[src/rtl/div8_pkg.sv]
// ============================================================================
// Module      : div8_pkg
// Description : Shared constants and the state encoding for the sequential
//               8-bit divider (div8_seq) and its subtract/borrow step.
// Optional    : DIV_SIGNED_EN (consumed by div8_seq, not by this package)
// Revision    : 1.0 - initial release
// ============================================================================
`default_nettype none

package div8_pkg;

  // Operand/result width and the iteration count of the divider.
  localparam int DIV_W = 8;

  // Counter must hold the value DIV_W, hence DIV_W+1 distinct values.
  localparam int CNT_W = $clog2(DIV_W + 1);

  // Controller states.
  typedef enum logic [1:0] {
    ST_IDLE = 2'd0,
    ST_RUN  = 2'd1,
    ST_FIN  = 2'd2
  } div_state_t;

endpackage : div8_pkg

`default_nettype wire

[src/rtl/div8_step.sv]
// ============================================================================
// Module      : div8_step
// Description : One restoring-division step. Shifts the dividend MSB into the
//               partial remainder and trial-subtracts the divisor.
// Ports       : rem          in  WIDTH  current partial remainder
//               dividend_msb in  1      bit shifted in from the dividend
//               divisor      in  WIDTH  divisor
//               next_rem     out WIDTH  partial remainder after this step
//               q_bit        out 1      quotient bit (1 = subtraction kept)
// Revision    : 1.0 - initial release
// ============================================================================
`default_nettype none

module div8_step
  import div8_pkg::*;
#(
  parameter int WIDTH = DIV_W
) (
  input  logic [WIDTH-1:0] rem,
  input  logic             dividend_msb,
  input  logic [WIDTH-1:0] divisor,
  output logic [WIDTH-1:0] next_rem,
  output logic             q_bit
);

  logic [WIDTH:0]   shifted;
  logic [WIDTH+1:0] sum;
  logic             carry;

  assign shifted = {rem, dividend_msb};

  // shifted - {0,divisor} done as shifted + ~{0,divisor} + 1 over WIDTH+1
  // bits; the carry out of that adder is 1 exactly when there is no borrow,
  // matching the subtractor stage this block sits behind.
  assign sum   = {1'b0, shifted} + {1'b0, ~{1'b0, divisor}} + {{(WIDTH+1){1'b0}}, 1'b1};
  assign carry = sum[WIDTH+1];

  // When the subtraction is kept the result is below the divisor, so the
  // low WIDTH bits hold it entirely. On borrow the shifted value is restored;
  // its top bit is zero there because rem < divisor before the shift.
  assign next_rem = carry ? sum[WIDTH-1:0] : shifted[WIDTH-1:0];
  assign q_bit    = carry;

endmodule : div8_step

`default_nettype wire

[src/rtl/div8_seq.sv]
// ============================================================================
// Module      : div8_seq
// Description : Sequential restoring divider, one quotient bit per clock.
//               START in IDLE/FIN latches A/B; DONE pulses for one cycle when
//               Q/R/DIVZ are updated. Divide by zero finishes after one edge
//               with Q=all ones, R=A, DIVZ=1.
// Ports       : clk   in  1      rising-edge clock
//               rst   in  1      synchronous active-high reset
//               START in  1      one-cycle request (accepted in IDLE/FIN)
//               A     in  WIDTH  dividend
//               B     in  WIDTH  divisor
//               BUSY  out 1      high while iterating
//               DONE  out 1      one-cycle completion pulse
//               Q     out WIDTH  quotient (held)
//               R     out WIDTH  remainder (held)
//               DIVZ  out 1      divide-by-zero flag (held)
// Optional    : DIV_SIGNED_EN - two's-complement operands; magnitudes are
//               divided, Q negated when signs differ, R takes the sign of A.
// Revision    : 1.0 - initial release
// ============================================================================
`default_nettype none

module div8_seq
  import div8_pkg::*;
#(
  parameter int WIDTH = DIV_W
) (
  input  logic             clk,
  input  logic             rst,
  input  logic             START,
  input  logic [WIDTH-1:0] A,
  input  logic [WIDTH-1:0] B,
  output logic             BUSY,
  output logic             DONE,
  output logic [WIDTH-1:0] Q,
  output logic [WIDTH-1:0] R,
  output logic             DIVZ
);

  localparam int CW = $clog2(WIDTH + 1);

  div_state_t       state;
  div_state_t       state_nxt;
  logic [CW-1:0]    cnt;
  logic [WIDTH-1:0] dvd;       // dividend shifting out / quotient shifting in
  logic [WIDTH-1:0] dsr;       // divisor
  logic [WIDTH-1:0] rem;       // partial remainder
  logic [WIDTH-1:0] next_rem;
  logic             q_bit;
  logic             accept;
  logic             last_step;
  logic [WIDTH-1:0] a_mag;
  logic [WIDTH-1:0] b_mag;
  logic [WIDTH-1:0] q_raw;
  logic [WIDTH-1:0] q_fin;
  logic [WIDTH-1:0] r_fin;

  assign accept    = START && ((state == ST_IDLE) || (state == ST_FIN));
  assign last_step = (state == ST_RUN) && (cnt == CW'(1));

  // Quotient as it stands after the final shift.
  assign q_raw = {dvd[WIDTH-2:0], q_bit};

`ifdef DIV_SIGNED_EN
  logic neg_q;
  logic neg_r;

  // Unary minus of the most negative value wraps to itself, which read as
  // unsigned is exactly its magnitude.
  assign a_mag = A[WIDTH-1] ? -A : A;
  assign b_mag = B[WIDTH-1] ? -B : B;
  assign q_fin = neg_q ? -q_raw : q_raw;
  assign r_fin = neg_r ? -next_rem : next_rem;

  always_ff @(posedge clk) begin
    if (rst) begin
      neg_q <= 1'b0;
      neg_r <= 1'b0;
    end else if (accept) begin
      neg_q <= A[WIDTH-1] ^ B[WIDTH-1];
      neg_r <= A[WIDTH-1];
    end
  end
`else
  assign a_mag = A;
  assign b_mag = B;
  assign q_fin = q_raw;
  assign r_fin = next_rem;
`endif

  div8_step #(.WIDTH(WIDTH)) u_step (
    .rem          (rem),
    .dividend_msb (dvd[WIDTH-1]),
    .divisor      (dsr),
    .next_rem     (next_rem),
    .q_bit        (q_bit)
  );

  // State register.
  always_ff @(posedge clk) begin
    if (rst) state <= ST_IDLE;
    else     state <= state_nxt;
  end

  // Next-state logic.
  always_comb begin
    state_nxt = state;
    case (state)
      ST_IDLE: begin
        if (START) state_nxt = (B == '0) ? ST_FIN : ST_RUN;
      end
      ST_RUN: begin
        if (cnt == CW'(1)) state_nxt = ST_FIN;
      end
      ST_FIN: begin
        if (START) state_nxt = (B == '0) ? ST_FIN : ST_RUN;
        else       state_nxt = ST_IDLE;
      end
      default: state_nxt = ST_IDLE;
    endcase
  end

  assign BUSY = (state == ST_RUN);
  assign DONE = (state == ST_FIN);

  // Working registers and held results.
  always_ff @(posedge clk) begin
    if (rst) begin
      cnt  <= '0;
      dvd  <= '0;
      dsr  <= '0;
      rem  <= '0;
      Q    <= '0;
      R    <= '0;
      DIVZ <= 1'b0;
    end else if (accept) begin
      dvd <= a_mag;
      dsr <= b_mag;
      rem <= '0;
      if (B == '0) begin
        // Result is known immediately; the raw dividend is reported as R.
        cnt  <= '0;
        Q    <= '1;
        R    <= A;
        DIVZ <= 1'b1;
      end else begin
        cnt <= CW'(WIDTH);
      end
    end else if (state == ST_RUN) begin
      rem <= next_rem;
      dvd <= q_raw;
      cnt <= cnt - CW'(1);
      if (last_step) begin
        Q    <= q_fin;
        R    <= r_fin;
        DIVZ <= 1'b0;
      end
    end
  end

endmodule : div8_seq

`default_nettype wire

[config.mk]
export PLATFORM = sky130hd
export DESIGN_NAME = div8_seq
export DESIGN_NICKNAME = d
export VERILOG_FILES = /design/src/rtl/div8_pkg.sv /design/src/rtl/div8_step.sv /design/src/rtl/div8_seq.sv
export SDC_FILE = /design/constraint.sdc
export NUM_CORES = 1
export LEC_CHECK = 0
export CORE_UTILIZATION = 25
export DETAILED_ROUTE_END_ITERATION = 8
export GPL_TIMING_DRIVEN = 1
export PLACE_DENSITY_LB_ADDON = 0.08
export SETUP_SLACK_MARGIN = 0.5
export SLEW_MARGIN = 20
export SYNTH_ARGS = -nofsm -noshare
export SYNTH_HDL_FRONTEND = slang
export SYNTH_SLANG_ARGS = --single-unit
[constraint.sdc]
create_clock -name clk -period 1.85 [get_ports clk]
set_input_delay 0.185 -clock clk [delete_from_list [all_inputs] [get_ports clk]]
set_output_delay 0.185 -clock clk [all_outputs]
set_load 0.01 [all_outputs]
==> results.yml <==
run_status:
  outcome: "finished with violations"
  violations: "negative setup slack"
clock_network:
  clockBufferDepth: 2
  clock_latency_ns: 0.31
  clockRootBuffer: "clkbuf_8"
  cts_hold_buf: 0
  htree_levels: 2
  clk_pin_slew_worst_paths_ns: 0.10
  clock-sinks: 47
  numCtsBuffers: 5
  cts_tree: "built"
logic_synthesis:
  syn_area_per_cell_um2: 8.19
  yosys.area.top_type: "dfxtp_1"
  synth_edf_count: 0
  ys_warn_count: 0
  ys_seq_elements: 47
  async_reset_ff_frac: 0
  synth_cells: 298
  yosysSeqAreaShare: 0.385
  synth_area_leaders: "dfxtp_1, ha_1, nor3_1"
  syn-cell-area_um2: 2440
  syn-num-nets: 328
  synth.distinct_cells: 48
  synth_ff_type: "dfxtp_1"
  synth_top_area_frac: 0.385
worst_setup_path:
  critPathKind: "reg2reg"
  endpoint_kind: "flop"
  rr_startpoint: "dsr[1]$_SDFFE_PP0P_"
  r2r_cells: 7
  r2r-end: "R[7]$_SDFFE_PP0P_"
  worst-path-max-fanout: 6
  r2r_slack_ns: -0.05
  worstPathArrival_ns: 2.12
  start_kind: "flop"
  cp-startpoint: "dsr[1]$_SDFFE_PP0P_"
  crit_required_ns: 2.07
power:
  irDropWorstVdd_uv: 351
  p_total_mw: 3.11
  powerDensity_nw_per_um2: 776
  leakage_nw: 1.63
timing:
  period_share: 1.02
  period_needed_ns: 1.90
  clock_skew_ns: 0.0121
  rsz0062_at_grt: "yes"
  setup_viol: 7
  worst_pin_slew_ns: 0.392
  fmax_ghz: 0.528
  slew_violations: 0
  setup_slack_ns: -0.0457
  max-slew-margin-rel: 0.739
  hold_viol: 0
layout:
  areaGrowthSynthToFinish_pct: 64.3
  final_common_cell: "buf_4"
  drive_gt1_frac: 0.404
  n_antenna_cell: 0
  multi_input_area_um2: 1740
  post-route-util: 0.430
  regArea_um2: 955
  nNetsFinal: 418
  final_cell_mix: "buf_4, dfxtp_1, nand2_1"
  fillers: 923
place:
  hpwl_mm: 5.52
  portBuffers: 37
  place.gp.congestion: 0.749
die:
  pin_count: 38
  fp-row-count: 35
  dieArea_um2: 10200
  initial_core_util: 0.262
  die_x_um: 101
  core_um2: 9330
  fp.dieH_um: 101
min_path:
  min_to: "dsr[6]$_SDFFE_PP0P_"
  whs_path_depth: 4
  min_from: "B[6]"
  hold_path.class: "in2reg"
grt:
  grtUsageTotal: 0.161
  grt_pass1_vias: 2418
  antenna_found_initial: 0
  grt-ovfl-total: 0
  grt_pass1_wl_mm: 12.6
  grt_start_max_net_pins: 29
routing:
  firstDrtPassIters: 6
  drt_wl_total_mm: 7.76
  routed-via-count: 2524
  via_per_inst: 4.87
  antenna_left: 0
  drt-initial-drc-count: 142
  wl_per_cell_um: 15.0
  drc_errors: 0
job:
  maxCapViolations: 0
-- per-stage QoR --
stage	instance area (um2)	TNS [ns]	std cells	hold WS, ns	setup slack (ns)
2_1_floorplan	2570	0	298	0.313	0.0395
3_3_place_gp	3370	-2.43	489	0.445	-0.214
3_5_place_dp	3370	-2.71	489	0.446	-0.218
4_1_cts	3850	-0.214	511	0.316	-0.0574
5_1_grt	4010	-1.44	518	0.259	-0.153
6_report	4010	-0.130	518	0.225	-0.0457
-- logic make-up (layout without fill, tap and decap cells) --
group           count (synthesis)  after routing  synth area share
compound gates                 84             84             0.247
simple gates                  114            114             0.226
mux                             1              1           0.00461
flops                          47             47             0.385
buf+inv                        37            128            0.0630
fa+ha+maj                      11             11            0.0595
xor+xnor                        4              4            0.0144
-- worst max path at each step --
stage | end | slack [ns] | cells past startpoint
after floorplan | rem[6]$_SDFFE_PP0P_ | 0.04 | 9
after global placement | R[6]$_SDFFE_PP0P_ | -0.21 | 7
after detailed placement | R[6]$_SDFFE_PP0P_ | -0.22 | 7
after CTS | R[7]$_SDFFE_PP0P_ | -0.06 | 7
after global routing | R[2]$_SDFFE_PP0P_ | -0.15 | 8
final | R[7]$_SDFFE_PP0P_ | -0.05 | 7
-- synth_stat cells (3+ instances only) --
cell,count
nor2_1,26
clkbuf_1,13
a32oi_1,6
xor2_1,4
inv_1,13
buf_2,6
nand3_1,8
nor3b_1,3
nand2b_1,4
nor3_1,25
nand2_1,33
a21oi_1,24
dfxtp_1,47
a211oi_1,4
a22oi_1,9
a31oi_1,3
o21ai_0,11
o32ai_1,5
nor4_1,4
ha_1,10
nor2b_1,3
o211ai_1,3
buf_1,3
-- per-layer routing --
metal	vias to the layer above	routed length, um	global-route usage
met3	8	262	0.0270
met5	-	0	0
met4	0	89	0.0424
met2	43	3540	0.251
met1	1206	3860	0.228
li1	1267	-	-
-- timing repair --
action	in CTS	in global routing
resized for setup	97	26
buffers inserted	14	6
endpoints found under the hold margin	0	0
setup endpoints to repair	55	37
pin swaps	32	14
gates cloned	0	1
-- worst max-delay path, cell delays in order (launching register included) --
cell and delay, ns:
dfxtp_2 0.34, inv_2 0.05, ha_4 0.26, nand2b_4 0.06, a211oi_4 0.33, o211ai_1 0.15, a211o_1 0.32, a2111oi_2 0.29
-- where the power goes --
group	internal (mW)	leakage (nW)	total, mW	switching [mW]
registers	1.08	0.388	1.14	0.0573
clock network	0.445	0.0618	0.830	0.384
logic	0.563	1.18	1.15	0.582
total	2.09	1.63	3.11	1.02
-- area by class of cell --
type	count	share of cell area
clock buffer	6	0.0206
clock inverter	2	0.00967
inverter	14	0.0131
multi-input combinational	214	0.434
sequential	47	0.238
tap	129	0.0402
timing repair buffer	106	0.245
-- registers in the layout, indices dropped and copies added, names as in the netlist --
| signal | count |
|---|---|
| R | 8 |
| state | 2 |
| Q | 8 |
| DIVZ | 1 |
| cnt | 4 |
| dvd | 8 |
| rem | 8 |
| dsr | 8 |
(Power assumes the default switching activity.)
==> edit: new RTL, same settings <==
Build with the macro `DIV_SIGNED_EN` defined.
--- a/src/rtl/div8_seq.sv
+++ b/src/rtl/div8_seq.sv
@@ -19,6 +19,8 @@
 // Revision    : 1.0 - initial release
 // ============================================================================
 `default_nettype none
+
+`define DIV_SIGNED_EN
 
 module div8_seq
   import div8_pkg::*;
Function: changed (Yosys sat finds a counterexample within 10 cycles, from zero or initial values and one cycle with rst high).
==> edit against the unedited design <==
The flow still finishes with violations (setup timing). Sequential cell count is 2 higher. Wire length rose by 21%. Setup slack lost 0.69 ns. Combinational power rose by 47%. Maximum frequency fell by 27%. Sequential share of layout area decreased by 2.8 points. Cell area rose by 18%. Core utilization fell by 1.8 points. Global-route usage is 0.41 points lower. Power grew 24%. Area after synthesis is 21% higher. Largest power group unchanged.
==> edit: results <==
set metrics [dict create \
    placedCellCount 619 \
    critical_path_arrival_ns 2.76 \
    netlist_top_cells_count "59 x nor2_1, 49 x dfxtp_1, 44 x nand2_1" \
    post_synth_main_area_contributors "dfxtp_1 33%, nor2_1 7.5%, nand2_1 5.6%" \
    nNetsFinal 536 \
    wire_length_of_the_first_global_routing_pass_um 15440 \
    cts_root_buffer "clkbuf_16" \
    setup_slack_ns -0.7363 \
    layout.cells.non_filler 647 \
    fill_cells 1185 \
    dpl.hpwl_um 7205 \
    via_count_of_the_first_global_routing_pass 2929 \
    post_detailed_route_via_to_cell_ratio 4.751 \
    clk-insertion-delay-late_ns 0.29 \
    clk_pin_slew_ns 0.07 \
    globalRouteTotalUtil 0.1565 \
    worst_pin_slew_ns 0.3916 \
    status "finished, violations left" \
    path_max_fanout 5 \
    syn-num-nets 412 \
    synth.distinct_cells 50 \
    worst_ir_drop_vdd_v 0.0003204 \
    grt_start_max_net_pins 42 \
    tns_ns -12.58 \
    clock_skew_ns 0.007067 \
    drt_first_iter_violations 101 \
    drt-pass1-iter-count 4 \
    avgSynthCellArea_um2 7.788 \
    setup_viol_count_final 25 \
    route.detailed.wl_per_inst_um 14.50 \
    p_leak_nw 2.053 \
    violations "setup timing" \
    worst_path_max_delay_cell "or4_1" \
]
## edit: area by class of cell
class / instances / area (um2) / area share
Clock buffer: 6 / 138.9 / 0.02943
Clock inverter: 2 / 13.76 / 0.002916
Inverter: 24 / 110.1 / 0.02333
Multi-Input combinational cell: 283 / 2063 / 0.4372
Sequential cell: 49 / 991.0 / 0.2100
Tap cell: 143 / 178.9 / 0.03791
Timing Repair Buffer: 140 / 1224 / 0.2593
## edit: cells by family (layout without fill, tap and decap cells)
logic type,count (synthesis),count (layout),share of synthesized area
simple gates,143,143,0.2124
flops,49,49,0.3323
compound gates,92,92,0.2276
fa+ha+maj,14,14,0.06189
buf+inv,47,172,0.06232
xor+xnor,29,29,0.08606
mux,5,5,0.01738
## edit: repair_timing
| action | 4_1_cts | 5_1_grt |
|---|---|---|
| pin swaps | 32 | 26 |
| buffers inserted | 12 | 8 |
| hold buffers | 0 | 0 |
| endpoints found under the hold margin | 0 | 0 |
| resized for setup | 86 | 32 |
| setup endpoints to repair | 55 | 38 |
## edit: worst max-delay path: cells and delay by family (launching register included)
family / cells / cell delay, ns
AND/OR/NAND/NOR: 2 / 0.67
adder cells (fa/ha/maj): 1 / 0.17
multiplexers: 1 / 0.08
buffers and inverters: 2 / 0.20
AO/OA/AOI/OAI: 5 / 1.02
flip-flops: 1 / 0.34
## edit: stage by stage
stage / instance area [um2] / hold WS, ns / setup slack (ns) / power [W]
after floorplan: 3068 / 0.3210 / -0.6325 / 0.002012
after global placement: 4183 / 0.4639 / -0.7706 / 0.002671
after detailed placement: 4183 / 0.4651 / -0.7718 / 0.002668
after CTS: 4576 / 0.2881 / -0.7302 / 0.003787
after global routing: 4720 / 0.3016 / -0.8748 / 0.004093
final: 4720 / 0.2877 / -0.7363 / 0.003843
## edit: path summary, 6_finish.rpt
path | startpoint | to | cells past startpoint
min | B[1] | dsr[1] | 3
min reg2reg | dsr[0] | dsr[0] | 2
max reg2reg | dvd[7] | R[7] | 11
max | dvd[7] | R[7] | 11
## edit: power breakdown
| group | switching (W) | leakage (nW) | internal (W) | total, W |
|---|---|---|---|---|
| combinational | 0.000822 | 1.57 | 0.000868 | 0.00169 |
| clock | 0.000425 | 0.0768 | 0.000539 | 0.000965 |
| sequential | 0.0000618 | 0.403 | 0.00113 | 0.00119 |
| total | 0.00131 | 2.05 | 0.00253 | 0.00384 |
## edit: metal layers
metal | track usage | wire length, um | vias to the layer above
met3 | 0.02296 | 229 | 7
met2 | 0.2323 | 4027 | 52
li1 | - | - | 1582
met5 | 0 | 0 | -
met1 | 0.2367 | 5042 | 1433
met4 | 0.03467 | 83 | 0
